`src/rtl/spi_cfg_ctrl.sv`:
```
// SPI mode-0 slave that receives 16-bit write frames and updates five 8-bit
// PWM configuration registers. All SPI pins are synchronized into clk.
module spi_cfg_ctrl #(
    parameter int SYNC_STAGES = 2,
    parameter int FRAME_BITS  = 16
) (
    input  logic       clk,
    input  logic       rst_n,
    input  logic       spi_sclk,
    input  logic       spi_copi,
    input  logic       spi_ncs,
    output logic [7:0] en_reg_out_7_0,
    output logic [7:0] en_reg_out_15_8,
    output logic [7:0] en_reg_pwm_7_0,
    output logic [7:0] en_reg_pwm_15_8,
    output logic [7:0] pwm_duty_cycle,
    output logic       cfg_wr_pulse,
    output logic       frame_err
);

    localparam int CNT_W    = $clog2(FRAME_BITS + 2);
    localparam int NUM_REGS = 5;

    typedef enum logic {
        IDLE  = 1'b0,
        SHIFT = 1'b1
    } state_t;

    state_t state_q, state_d;

    logic [SYNC_STAGES-1:0] sclk_sync, ncs_sync, copi_sync;
    logic                   sclk_d, ncs_d;
    logic                   sclk_s, ncs_s, copi_s;
    logic                   sclk_rise, ncs_fall, ncs_rise;

    logic [FRAME_BITS-1:0]  shift_q;
    logic [CNT_W-1:0]       cnt_q;
    logic [7:0]             regs_q [NUM_REGS];

    logic                   frame_start, shift_en, wr_en, err_en;
    logic                   frame_cmd;
    logic [6:0]             frame_addr;
    logic [7:0]             frame_data;

    // Idle levels on reset keep a reset release from looking like an SPI edge.
    always_ff @(posedge clk or negedge rst_n) begin
        if (!rst_n) begin
            sclk_sync <= '0;
            ncs_sync  <= '1;
            copi_sync <= '0;
            sclk_d    <= 1'b0;
            ncs_d     <= 1'b1;
        end else begin
            sclk_sync <= {sclk_sync[SYNC_STAGES-2:0], spi_sclk};
            ncs_sync  <= {ncs_sync[SYNC_STAGES-2:0], spi_ncs};
            copi_sync <= {copi_sync[SYNC_STAGES-2:0], spi_copi};
            sclk_d    <= sclk_sync[SYNC_STAGES-1];
            ncs_d     <= ncs_sync[SYNC_STAGES-1];
        end
    end

    assign sclk_s    = sclk_sync[SYNC_STAGES-1];
    assign ncs_s     = ncs_sync[SYNC_STAGES-1];
    assign copi_s    = copi_sync[SYNC_STAGES-1];
    assign sclk_rise = sclk_s & ~sclk_d;
    assign ncs_fall  = ~ncs_s & ncs_d;
    assign ncs_rise  = ncs_s & ~ncs_d;

    assign frame_cmd  = shift_q[FRAME_BITS-1];
    assign frame_addr = shift_q[14:8];
    assign frame_data = shift_q[7:0];

    always_ff @(posedge clk or negedge rst_n) begin
        if (!rst_n) begin
            state_q <= IDLE;
        end else begin
            state_q <= state_d;
        end
    end

    // NOTE: every always_comb output gets a default first so no path infers a latch.
    always_comb begin
        state_d     = state_q;
        frame_start = 1'b0;
        shift_en    = 1'b0;
        wr_en       = 1'b0;
        err_en      = 1'b0;
        unique case (state_q)
            IDLE: begin
                if (ncs_fall) begin
                    state_d     = SHIFT;
                    frame_start = 1'b1;
                end
            end
            SHIFT: begin
                if (ncs_rise) begin
                    state_d = IDLE;
                    if (cnt_q == CNT_W'(FRAME_BITS)) begin
                        wr_en = frame_cmd && (frame_addr <= 7'(NUM_REGS - 1));
                    end else begin
                        err_en = 1'b1;
                    end
                end else if (sclk_rise) begin
                    shift_en = 1'b1;
                end
            end
            default: state_d = IDLE;
        endcase
    end

    // NOTE: sequential state uses non-blocking assignments so every flop samples pre-edge values.
    always_ff @(posedge clk or negedge rst_n) begin
        if (!rst_n) begin
            shift_q <= '0;
            cnt_q   <= '0;
        end else if (frame_start) begin
            shift_q <= '0;
            cnt_q   <= '0;
        end else if (shift_en) begin
            shift_q <= {shift_q[FRAME_BITS-2:0], copi_s};
            if (cnt_q < CNT_W'(FRAME_BITS + 1)) begin
                cnt_q <= cnt_q + 1'b1;
            end
        end
    end

    // NOTE: the register array is small and drives outputs, so every entry is reset explicitly.
    always_ff @(posedge clk or negedge rst_n) begin
        if (!rst_n) begin
            for (int i = 0; i < NUM_REGS; i++) begin
                regs_q[i] <= '0;
            end
            cfg_wr_pulse <= 1'b0;
            frame_err    <= 1'b0;
        end else begin
            cfg_wr_pulse <= wr_en;
            frame_err    <= err_en;
            if (wr_en) begin
                regs_q[frame_addr[2:0]] <= frame_data;
            end
        end
    end

    assign en_reg_out_7_0  = regs_q[0];
    assign en_reg_out_15_8 = regs_q[1];
    assign en_reg_pwm_7_0  = regs_q[2];
    assign en_reg_pwm_15_8 = regs_q[3];
    assign pwm_duty_cycle  = regs_q[4];

endmodule
```
`config.mk`:
```
export PLATFORM = sky130hd
export DESIGN_NAME = spi_cfg_ctrl
export DESIGN_NICKNAME = d
export VERILOG_FILES = /design/src/rtl/spi_cfg_ctrl.sv
export SDC_FILE = /design/constraint.sdc
export NUM_CORES = 1
export LEC_CHECK = 0
export CAP_MARGIN = 20
export CORE_ASPECT_RATIO = 1.4
export CORE_MARGIN = 5
export CORE_UTILIZATION = 43
export CTS_BUF_LIST = sky130_fd_sc_hd__clkbuf_4
export CTS_CLUSTER_DIAMETER = 60
export CTS_CLUSTER_SIZE = 14
export DETAILED_ROUTE_END_ITERATION = 7
export PLACE_DENSITY = 0.66
export SYNTH_ARGS = -nofsm -noshare
export SYNTH_HDL_FRONTEND = slang
export SYNTH_SLANG_ARGS = --single-unit
```
`constraint.sdc`:
```
create_clock -name clk -period 6.2 [get_ports clk]
set_input_delay 0.62 -clock clk [delete_from_list [all_inputs] [get_ports clk]]
set_output_delay 0.62 -clock clk [all_outputs]
set_load 0.005 [all_outputs]
```
==> results.md <==
* GR Overflow Total at 0
* Vias in the first global route at 1,823
* RSZ-0062 raised after global routing: no
* TritonRoute pass-1 iters at 4
* Htree depth at 3
* Clock Latency Late Sink at 0.40 ns
* N_diodes at 0
* Ys Warns at 0
* VDD IR max at 0.000182 V
* DRT iter0 DRCs at 81
* Yosys reg bits at 72
* Final wirelength at 5.51 mm
* Layout cells sized above 1 at 28.1%
* ANT nets after route at 0
* Final Max Tran Viols at 0
* Die height at 107 um
* Period utilization at 38.6%
* Sequential share of the synthesized area at 63.1%
* CP max-delay cell: nor3_2
* Slew @ Worst Pin at 0.893 ns
* DP Cell Count at 307
* Total buffers and inverters traversed by the critical path at 1
* Largest net degree at the start of global routing at 73
* Critical path required time at 6.48 ns
* Library cells used by synthesis at 37
* Core Rows at 35
* Ys async rst share at 100%
* Worst clock skew at 0.0100 ns
* Status: complete, no violations
* Global-route wire length before repair at 9.40 mm
* Die area at 8410 sq um
* Initial core utilization at 43.9%
* Post-route insts no fill at 323
* Residual DRC at 0
* Final setup violating endpoints at 0
* Most frequent cells in the layout: dfrtp_1, clkdlybuf4s50_1, mux2_2
* Post-Syn Nets at 198
* Pleak at 0.00168 uW
* Synthesized area at 2860 sq um
* Vias per cell at 5.30
* Post-CTS Resized at 0
* Ports at 47
* Core ar. at 6530 sq um
* Worst-path fanout max at 8
* CTS max path bufs at 2
* I/O Buffers at 46
* Die X at 78.9 um
* Clock Sinks at 72
* Via Count at 1,713
* Startpoint types: register
* P&R area growth vs syn at 23.5%
* Setup CP Type: reg -> reg
* Mapped Cells at 191
* Post-layout nets at 251
* Worst path cell trace: inv_1, ha_1, and4bb_2, nand4b_4, nor3_2, mux2_2
* CTS tree: built
* Peak Freq at 0.418 GHz
* Avg Cell Area, Syn at 15.0 sq um
* Worst Hold Class: in -> async
* Post-CTS Setup Bufs at 0
* Final setup TNS at 0 ns
* Wire per inst at 17.0 um
* CP peak stage delay at 0.76 ns
* Antenna violations before repair at 0
* CTS hold repair buffers at 0
* Final hold violation count at 0
* Fin crit period at 2.39 ns
* Power density over cell area at 238 nW/um^2
* EDFF count, synth at 0
* Final Power at 842 uW
* Most common cell after layout, fill and taps aside: dfrtp_1
* Crit path max-delay family: simple AND/OR/NAND/NOR gates
* Max-cap violations at 0
* Num CTS Buffers at 9
* CTS clk-pin slew, worst paths at 0.11 ns
* Routability congestion estimate at 0.736
* Gr usage total at 14.9%
* CP Capture Type: register
* Hpwl dp at 3.65 mm
* Clock Tree Root: clkbuf_4
* Ys flop type: dfrtp_1
* Crit path arrival time at 2.68 ns
* Relative slew margins at 40.2%
* Reg2reg setup slack at 3.81 ns
-- per-stage QoR --
| stage | instance area [sq um] | util (%) | hold slack (ns) | setup slack [ns] |
|---|---|---|---|---|
| 3_5_place_dp | 3400 | 52.1 | 0.340 | 3.80 |
| 2_1_floorplan | 2860 | - | 0.324 | 4.24 |
| 5_1_grt | 3530 | 54.2 | 0.369 | 3.67 |
| 3_3_place_gp | 3400 | 52.1 | 0.341 | 3.83 |
| 4_1_cts | 3530 | 54.2 | 0.348 | 3.77 |
| 6_report | 3530 | 54.2 | 0.314 | 3.81 |
-- cells in the mapped netlist (3+ instances only) --
cell / instances / area [sq um]
dfstp_2: 3 / 78.8
nor2_1: 18 / 67.6
nor2b_1: 3 / 18.8
inv_1: 4 / 15.0
mux2i_1: 14 / 140
dfrtp_1: 69 / 1730
mux2_2: 40 / 450
-- path summary, 6_finish.rpt --
kind	end	from	cells after the start
min in group clk	sclk_sync[1]$_DFF_PN0_	sclk_sync[0]$_DFF_PN0_	0
max in group asynchronous	en_reg_pwm_15_8[4]$_DFFE_PN0P_	rst_n	1
setup reg to reg	en_reg_out_7_0[3]$_DFFE_PN0P_	cnt_q[0]$_DFFE_PN0P_	6
setup / recovery	en_reg_out_7_0[3]$_DFFE_PN0P_	cnt_q[0]$_DFFE_PN0P_	6
hold / removal	state_q$_DFF_PN0_	rst_n	1
hold reg to reg	sclk_sync[1]$_DFF_PN0_	sclk_sync[0]$_DFF_PN0_	0
-- state kept, by name (all words and copies together), names as in the netlist --
register and cells:
shift_q 16, en_reg_out_15_8 8, en_reg_out_7_0 8, en_reg_pwm_15_8 8, en_reg_pwm_7_0 8, pwm_duty_cycle 8, cnt_q 5, copi_sync 2
ncs_sync 2, sclk_sync 2, cfg_wr_pulse 1, frame_err 1, ncs_d 1, sclk_d 1, state_q 1
-- kinds of logic after synthesis --
kind of cell | count (synthesis) | synth area share [%]
AOI/OAI and AO/OA | 10 | 2.84
xor gates and xnor gates | 2 | 0.612
adders and majority gates | 3 | 1.22
buffers and inverters | 10 | 1.66
DFF | 72 | 63.1
muxes | 54 | 20.6
and+or+nand+nor | 40 | 9.93
-- power by group --
group / total, uW / internal (uW) / switching, uW
logic: 50.3 / 23.0 / 27.4
registers: 508 / 486 / 22.0
clock network: 283 / 126 / 158
-- final cells by class --
cell class	count	area, sq um
Timing Repair Buffer	48	473
Tap cell	74	92.6
Inverter	4	15.0
Fill cell	559	2990
Clock buffer	10	75.1
Multi-Input combinational cell	109	1010
Sequential cell	72	1810
Clock inverter	6	60.1
-- layer usage --
metal / routed length, um / GRT usage, % / part of all wire, %
met1: 2380 / 18.1 / 43
met5: 0 / 0 / 0
met4: 63 / 5.53 / 1.1
met3: 208 / 4.66 / 3.8
met2: 2850 / 24.6 / 52
(Power assumes the default switching activity.)
